`config.mk`:
```
export PLATFORM = sky130hd
export DESIGN_NAME = debounce_edge
export DESIGN_NICKNAME = d
export VERILOG_FILES = /design/src/rtl/debounce_edge.sv
export SDC_FILE = /design/constraint.sdc
export NUM_CORES = 1
export LEC_CHECK = 0
export CAP_MARGIN = 15
export CORE_ASPECT_RATIO = 1.2
export CORE_MARGIN = 2
export CORE_UTILIZATION = 40
export CTS_CLUSTER_DIAMETER = 40
export DETAILED_ROUTE_END_ITERATION = 16
export GPL_TIMING_DRIVEN = 0
export PLACE_DENSITY = 0.59
export SLEW_MARGIN = 30
export SYNTH_ARGS = -nofsm -noshare
export SYNTH_HDL_FRONTEND = slang
export SYNTH_SLANG_ARGS = --single-unit
```
`constraint.sdc`:
```
create_clock -name clk -period 2.9 [get_ports clk]
set_input_delay 0.435 -clock clk [delete_from_list [all_inputs] [get_ports clk]]
set_output_delay 0.435 -clock clk [all_outputs]
set_load 0.01 [all_outputs]
```
`src/rtl/debounce_edge.sv`:
```
// -----------------------------------------------------------------------------
// debounce_edge
//   Conditions WIDTH slow, noisy external inputs (for example PS/2 clock and
//   data pins). Each channel passes through an optional 2-flop synchronizer,
//   then a per-bit counter debouncer, then an edge detector. All channels are
//   independent, so one instance serves a whole pin group.
//
// Parameters
//   WIDTH        number of independent input channels
//   CYCLES       consecutive differing samples needed to accept a new level (>=1)
//   RESET_LEVEL  level of bit_out, synchronizer and history flops after reset
//
// Ports
//   clk        in   1      single clock, all logic on posedge
//   reset      in   1      synchronous, active-high reset
//   bit_in     in   WIDTH  raw input levels
//   bit_out    out  WIDTH  debounced stable level (registered)
//   pos_edge   out  WIDTH  one-cycle pulse in the first cycle bit_out reads 1
//   neg_edge   out  WIDTH  one-cycle pulse in the first cycle bit_out reads 0
//
// Configuration
//   DEBOUNCE_SYNC_EN  when defined, a 2-flop synchronizer (reset to RESET_LEVEL)
//                     sits ahead of the debouncer and adds exactly 2 cycles of
//                     latency. When undefined, the debouncer samples bit_in
//                     directly and the caller must supply synchronous inputs.
// -----------------------------------------------------------------------------
module debounce_edge #(
    parameter int WIDTH       = 2,
    parameter int CYCLES      = 255,
    parameter bit RESET_LEVEL = 1'b1
) (
    input  logic             clk,
    input  logic             reset,
    input  logic [WIDTH-1:0] bit_in,
    output logic [WIDTH-1:0] bit_out,
    output logic [WIDTH-1:0] pos_edge,
    output logic [WIDTH-1:0] neg_edge
);

    // Wide enough to hold CYCLES-1; the counter never goes past that value.
    localparam int             CNT_W    = (CYCLES < 2) ? 1 : $clog2(CYCLES + 1);
    localparam logic [CNT_W-1:0] CNT_LAST = CNT_W'(CYCLES - 1);
    localparam logic [WIDTH-1:0] IDLE     = {WIDTH{RESET_LEVEL}};

    logic [WIDTH-1:0] sample;              // level seen by the debouncer
    logic [WIDTH-1:0] prev;                // bit_out one cycle ago
    logic [CNT_W-1:0] cnt [WIDTH];         // run length of disagreeing samples

`ifdef DEBOUNCE_SYNC_EN
    // -------------------------------------------------------------------------
    // Two-flop synchronizer. Reset to the idle level so that leaving reset
    // never looks like an input transition.
    // -------------------------------------------------------------------------
    logic [WIDTH-1:0] sync_q1;
    logic [WIDTH-1:0] sync_q2;

    always_ff @(posedge clk) begin
        // NOTE: every register here uses non-blocking assignment so that
        // sync_q2 captures the old sync_q1, not the value written this edge.
        if (reset) begin
            sync_q1 <= IDLE;
            sync_q2 <= IDLE;
        end else begin
            sync_q1 <= bit_in;
            sync_q2 <= sync_q1;
        end
    end

    assign sample = sync_q2;
`else
    assign sample = bit_in;
`endif

    // -------------------------------------------------------------------------
    // Debouncer and edge history.
    //   sample == bit_out : any agreeing sample restarts the count
    //   disagree, not yet CYCLES in a row : count up
    //   disagree for the CYCLES-th time   : accept the new level, clear count
    // With CYCLES=1 CNT_LAST is 0, so bit_out simply follows sample by a cycle.
    // -------------------------------------------------------------------------
    always_ff @(posedge clk) begin
        if (reset) begin
            bit_out <= IDLE;
            prev    <= IDLE;
            // NOTE: the counter array is a handful of flops, not a RAM, so it
            // is cleared on reset; otherwise a partial count from before reset
            // could complete early afterwards.
            for (int i = 0; i < WIDTH; i++) begin
                cnt[i] <= '0;
            end
        end else begin
            prev <= bit_out;
            for (int i = 0; i < WIDTH; i++) begin
                if (sample[i] == bit_out[i]) begin
                    cnt[i] <= '0;
                end else if (cnt[i] == CNT_LAST) begin
                    bit_out[i] <= sample[i];
                    cnt[i]     <= '0;
                end else begin
                    cnt[i] <= cnt[i] + CNT_W'(1);
                end
            end
        end
    end

    // Both terms come straight from registers; since prev and bit_out agree
    // after reset, reset itself never produces a pulse.
    assign pos_edge = bit_out & ~prev;
    assign neg_edge = ~bit_out & prev;

endmodule

```
## Word level (Yosys, flattened, before mapping)

Memories as Yosys holds them, arrays and structs flattened.
Cells that the tools add are included.

| operators by class | value |
|---|---|
| $add $sub $neg | 2 |
| eq/ne operators | 4 |
| multiplexer cells | 30 |
| bitwise gates (word level) | 12 |
| reductions and logical operators | 2 |

Operators by type and width:

| kind | number |
|---|---|
| 8-bit two-way mux | 6 |
| 1-bit two-way mux | 24 |
| 8-bit by 1-bit adder with 8-bit output (second input constant) | 2 |
| 8-bit equality test (second input constant) | 2 |
| 1-bit OR | 6 |
| 2-bit bitwise AND | 2 |
| 2-bit inverter | 2 |
| 2-bit AND reduction | 2 |
| 1-bit equality test | 2 |
| 1-bit inverter | 2 |

| storage, ports and cells | value |
|---|---|
| register bits after elaboration | 4 |
| bits in writable memories | 16 |
| bits of input ports | 4 |
| output and inout bits | 6 |
| word-level logic and storage cells | 54 |
| memories | 1 |

Memories:

| memory | depth | bits a word | read ports | clocked after Yosys merged registers in | wr ports | RTL line | source |
|---|---|---|---|---|---|---|---|
| cnt | 2 | 8 | 2 | 0 | 2 | 47 | `logic [CNT_W-1:0] cnt [WIDTH];` |

## Longest topological paths before layout

| logic depth | value |
|---|---|
| word-level depth | 7 |
| depth in mapped cells | 5 |
| depth with buffers taken out | 5 |

## Least setup slack after synthesis

OpenSTA, ideal clock, no wires.

| timing | value |
|---|---|
| kind | register to register |
| start point | memory cnt[0][0] (netlist name) |
| end point | memory cnt[0][2] (netlist name), data pin |
| setup time | 0.267 ns |
| arrival time | 1.146 ns |
| required time | 2.633 ns |
| slack | 1.487 ns |
| cell stages (with the launch flop) | 6 |
| path buffers | 0 |
| period minus slack after synthesis | 1.413 ns |
| cell sequence | edfxtp_1 -> inv_1 -> ha_1 -> nand3_1 -> o211ai_1 -> nor2_1 |

RTL lines:

| what | RTL line |
|---|---|
| from (decl) | 47 |

## Final worst setup path

| timing | value |
|---|---|
| start point | register bit_out[1] |
| end point | output port pos_edge[1] |

| between the ends | value |
|---|---|
| cells in the longest elaborated chain, start to end | 1 |

Ends and longest elaborated chain:

| what | RTL line | source |
|---|---|---|
| from (decl) | 35 | `output logic [WIDTH-1:0] bit_out,` |
| from (signal, indexed assignment) | 97 | `bit_out[i] <= sample[i];` |
| 2-bit bitwise AND | 108 | `assign pos_edge = bit_out & ~prev;` |
| to (decl) | 36 | `output logic [WIDTH-1:0] pos_edge,` |

Every way passes these cells.

==> reports/metrics.yaml <==
worstHoldPathCells: 2
fin_skew_ns: 0.0101
ctsRootBufferMaster: "clkbuf_4"
row_count: 20
grt_pass1_wl_mm: 3.19
grt_pass1_vias: 771
power.density_nw_per_um2: 458
synth-edff-count: 16
startpoint_type: "register"
most-common-layout-cells: "edfxtp_1, conb_1, a21oi_1, clkdlybuf4s50_1"
yosys_warnings: 0
ant_nets: 0
area_growth_pct: 22.1
synth_xor_area_share_pct: 4.84
path_class: "reg2out"
clk_pin_slew_ns: 0.12
layout-drive-gt1-share_pct: 6.77
n_antenna_cell: 0
place_congestion: 0.825
area.sequential_um2: 561
fin_cells: 166
synth_cell_type_count: 31
num-nets-final: 142
cts_hold_buf: 0
cts.sinks: 20
multi_input_area_um2: 546
placed_cells: 162
place_area_um2: 1270
die_width_um: 51.5
synth_mux_area_share_pct: 0
rsz0062_at_grt: "no"
final_hold_viol_count: 0
whs_ns: 0.575
path_max_fanout: 6
via_per_inst: 4.96
async_flop_share_pct: 0
insertion_delay_ns: 0.30
cts_setup_buffers: 0
post-route-cell-area_um2: 1330
die_area_um2: 3150
synth_adder_area_share_pct: 4.61
maxCapViolCount: 0
synth_top_family_by_area: "simple AND/OR/NAND/NOR gates"
die_h_um: 61.0
finalCoreUtilization_pct: 51.9
drc: 0
setup_ws_ns: 1.03
max_freq_mhz: 533
setup_viol: 0
numCtsBuffers: 3
grt-ovfl-total: 0
ys_ff_latch: 20
coreArea_um2: 2550
yosysTopAreaCellShare_pct: 44.3
drt_wl_total_mm: 1.83
drt-initial-drc-count: 17
endpoint_kind: "output pin"
status: "finished, final reports clean"
track_usage_pct: 13.7
port_buffers: 9
p_leak_nw: 0.493
critical_path_required_ns: 2.47
final_max_slew_viol_count: 0
syn_area_per_cell_um2: 10.3
io_pins: 10
synth.cell_area_um2: 1080
synth_top_flop_cell: "edfxtp_1"
synthCells: 105
antenna_found_initial: 0
hold_class: "reg2reg"
period_needed_ns: 1.87
wl_per_cell_um: 11.0
synthTopCellsByArea: "edfxtp_1, dfxtp_1, ha_1"
clockBufferDepth: 2
synth_compound_area_share_pct: 14.4
nFillCells: 248
post-route-period-util_pct: 64.6
cts_tree: "yes"
cp.arrival_ns: 1.44
initial_core_util_pct: 42.5
synth_simple_gate_area_share_pct: 20.9
pre_cts_ws_ns: 1.16
hpwl_mm: 1.42
seq_area_frac_synth_pct: 51.7
drt-pass1-iter-count: 4
vias: 823
cts_resized: 0
grt_max_degree: 13
reg2reg_depth: 5
power_mw: 0.607
htreeDepth: 1
setup-tns-final_ns: 0
synth.largest_area_cell: "edfxtp_1"
ir_drop_uv: 315
==> flip-flops by register name, summed over array words and instances (netlist names) <==
register,cells
bit_out,2
prev,2
cnt,16
==> Yosys cell counts (2+ instances only) <==
master    count
nor3_1        2
inv_1         5
ha_1          4
and3_1        3
nand3_1       8
a21oi_1       9
nand2_1       5
nand4_1       3
o21bai_1      2
a311oi_1      2
nor2b_1       4
xor2_1        3
o211ai_1      2
dfxtp_1       4
and4_1        2
o21ai_0       3
nor3b_1       2
a31oi_1       4
edfxtp_1     16
nor2_1        8
or2_2         2
xnor2_1       3
==> path summary, 6_finish.rpt <==
check / slack [ns] / endpoint / start
worst max-delay path: 1.03 / pos_edge[1] / bit_out[1]
worst min-delay path: 0.57 / bit_out[0] / bit_out[0]
worst max register to register: 1.27 / cnt[0][2] / cnt[0][0]
worst min register to register: 0.57 / bit_out[0] / bit_out[0]
==> kinds of logic (layout without fill, tap and decap cells) <==
group,count (synthesis),count (layout)
other,1,16
AOI/OAI and AO/OA,25,25
buffers and inverters,8,21
xor gates and xnor gates,6,6
DFF,20,20
adders and majority gates,4,4
and+or+nand+nor,41,41
==> worst max-delay path, stage by stage, from the launching register on <==
cell             delay (ns)
dfxtp_1                0.43
nor2b_1                0.16
clkdlybuf4s50_1        0.54
==> routing by layer <==
layer  global-route usage, %  wire length (um)  share of wire (%)  vias to the layer above
met3                    2.91                34                1.9                        2
met2                    21.8               925                 51                        3
met5                       0                 0                  0                        -
met1                    17.4               843                 46                      383
li1                        -                 -                  -                      435
met4                    7.89                21                1.2                        0
==> power by group <==
part	switching [mW]	internal (mW)	leakage, nW
registers	0.0135	0.324	0.197
logic	0.0265	0.0197	0.268
clock network	0.0843	0.140	0.0279
==> area by class of cell <==
| class | count | area share (%) |
|---|---|---|
| multi-input cells | 92 | 41.2 |
| clock buffers | 3 | 1.70 |
| well taps | 33 | 3.12 |
| plain buffers | 2 | 0.944 |
| inverters | 6 | 1.70 |
| repair buffers | 9 | 6.80 |
| clock inverters | 1 | 2.27 |
| flip-flops and latches | 20 | 42.3 |
Note: power is estimated with default switching activity, not from simulation.
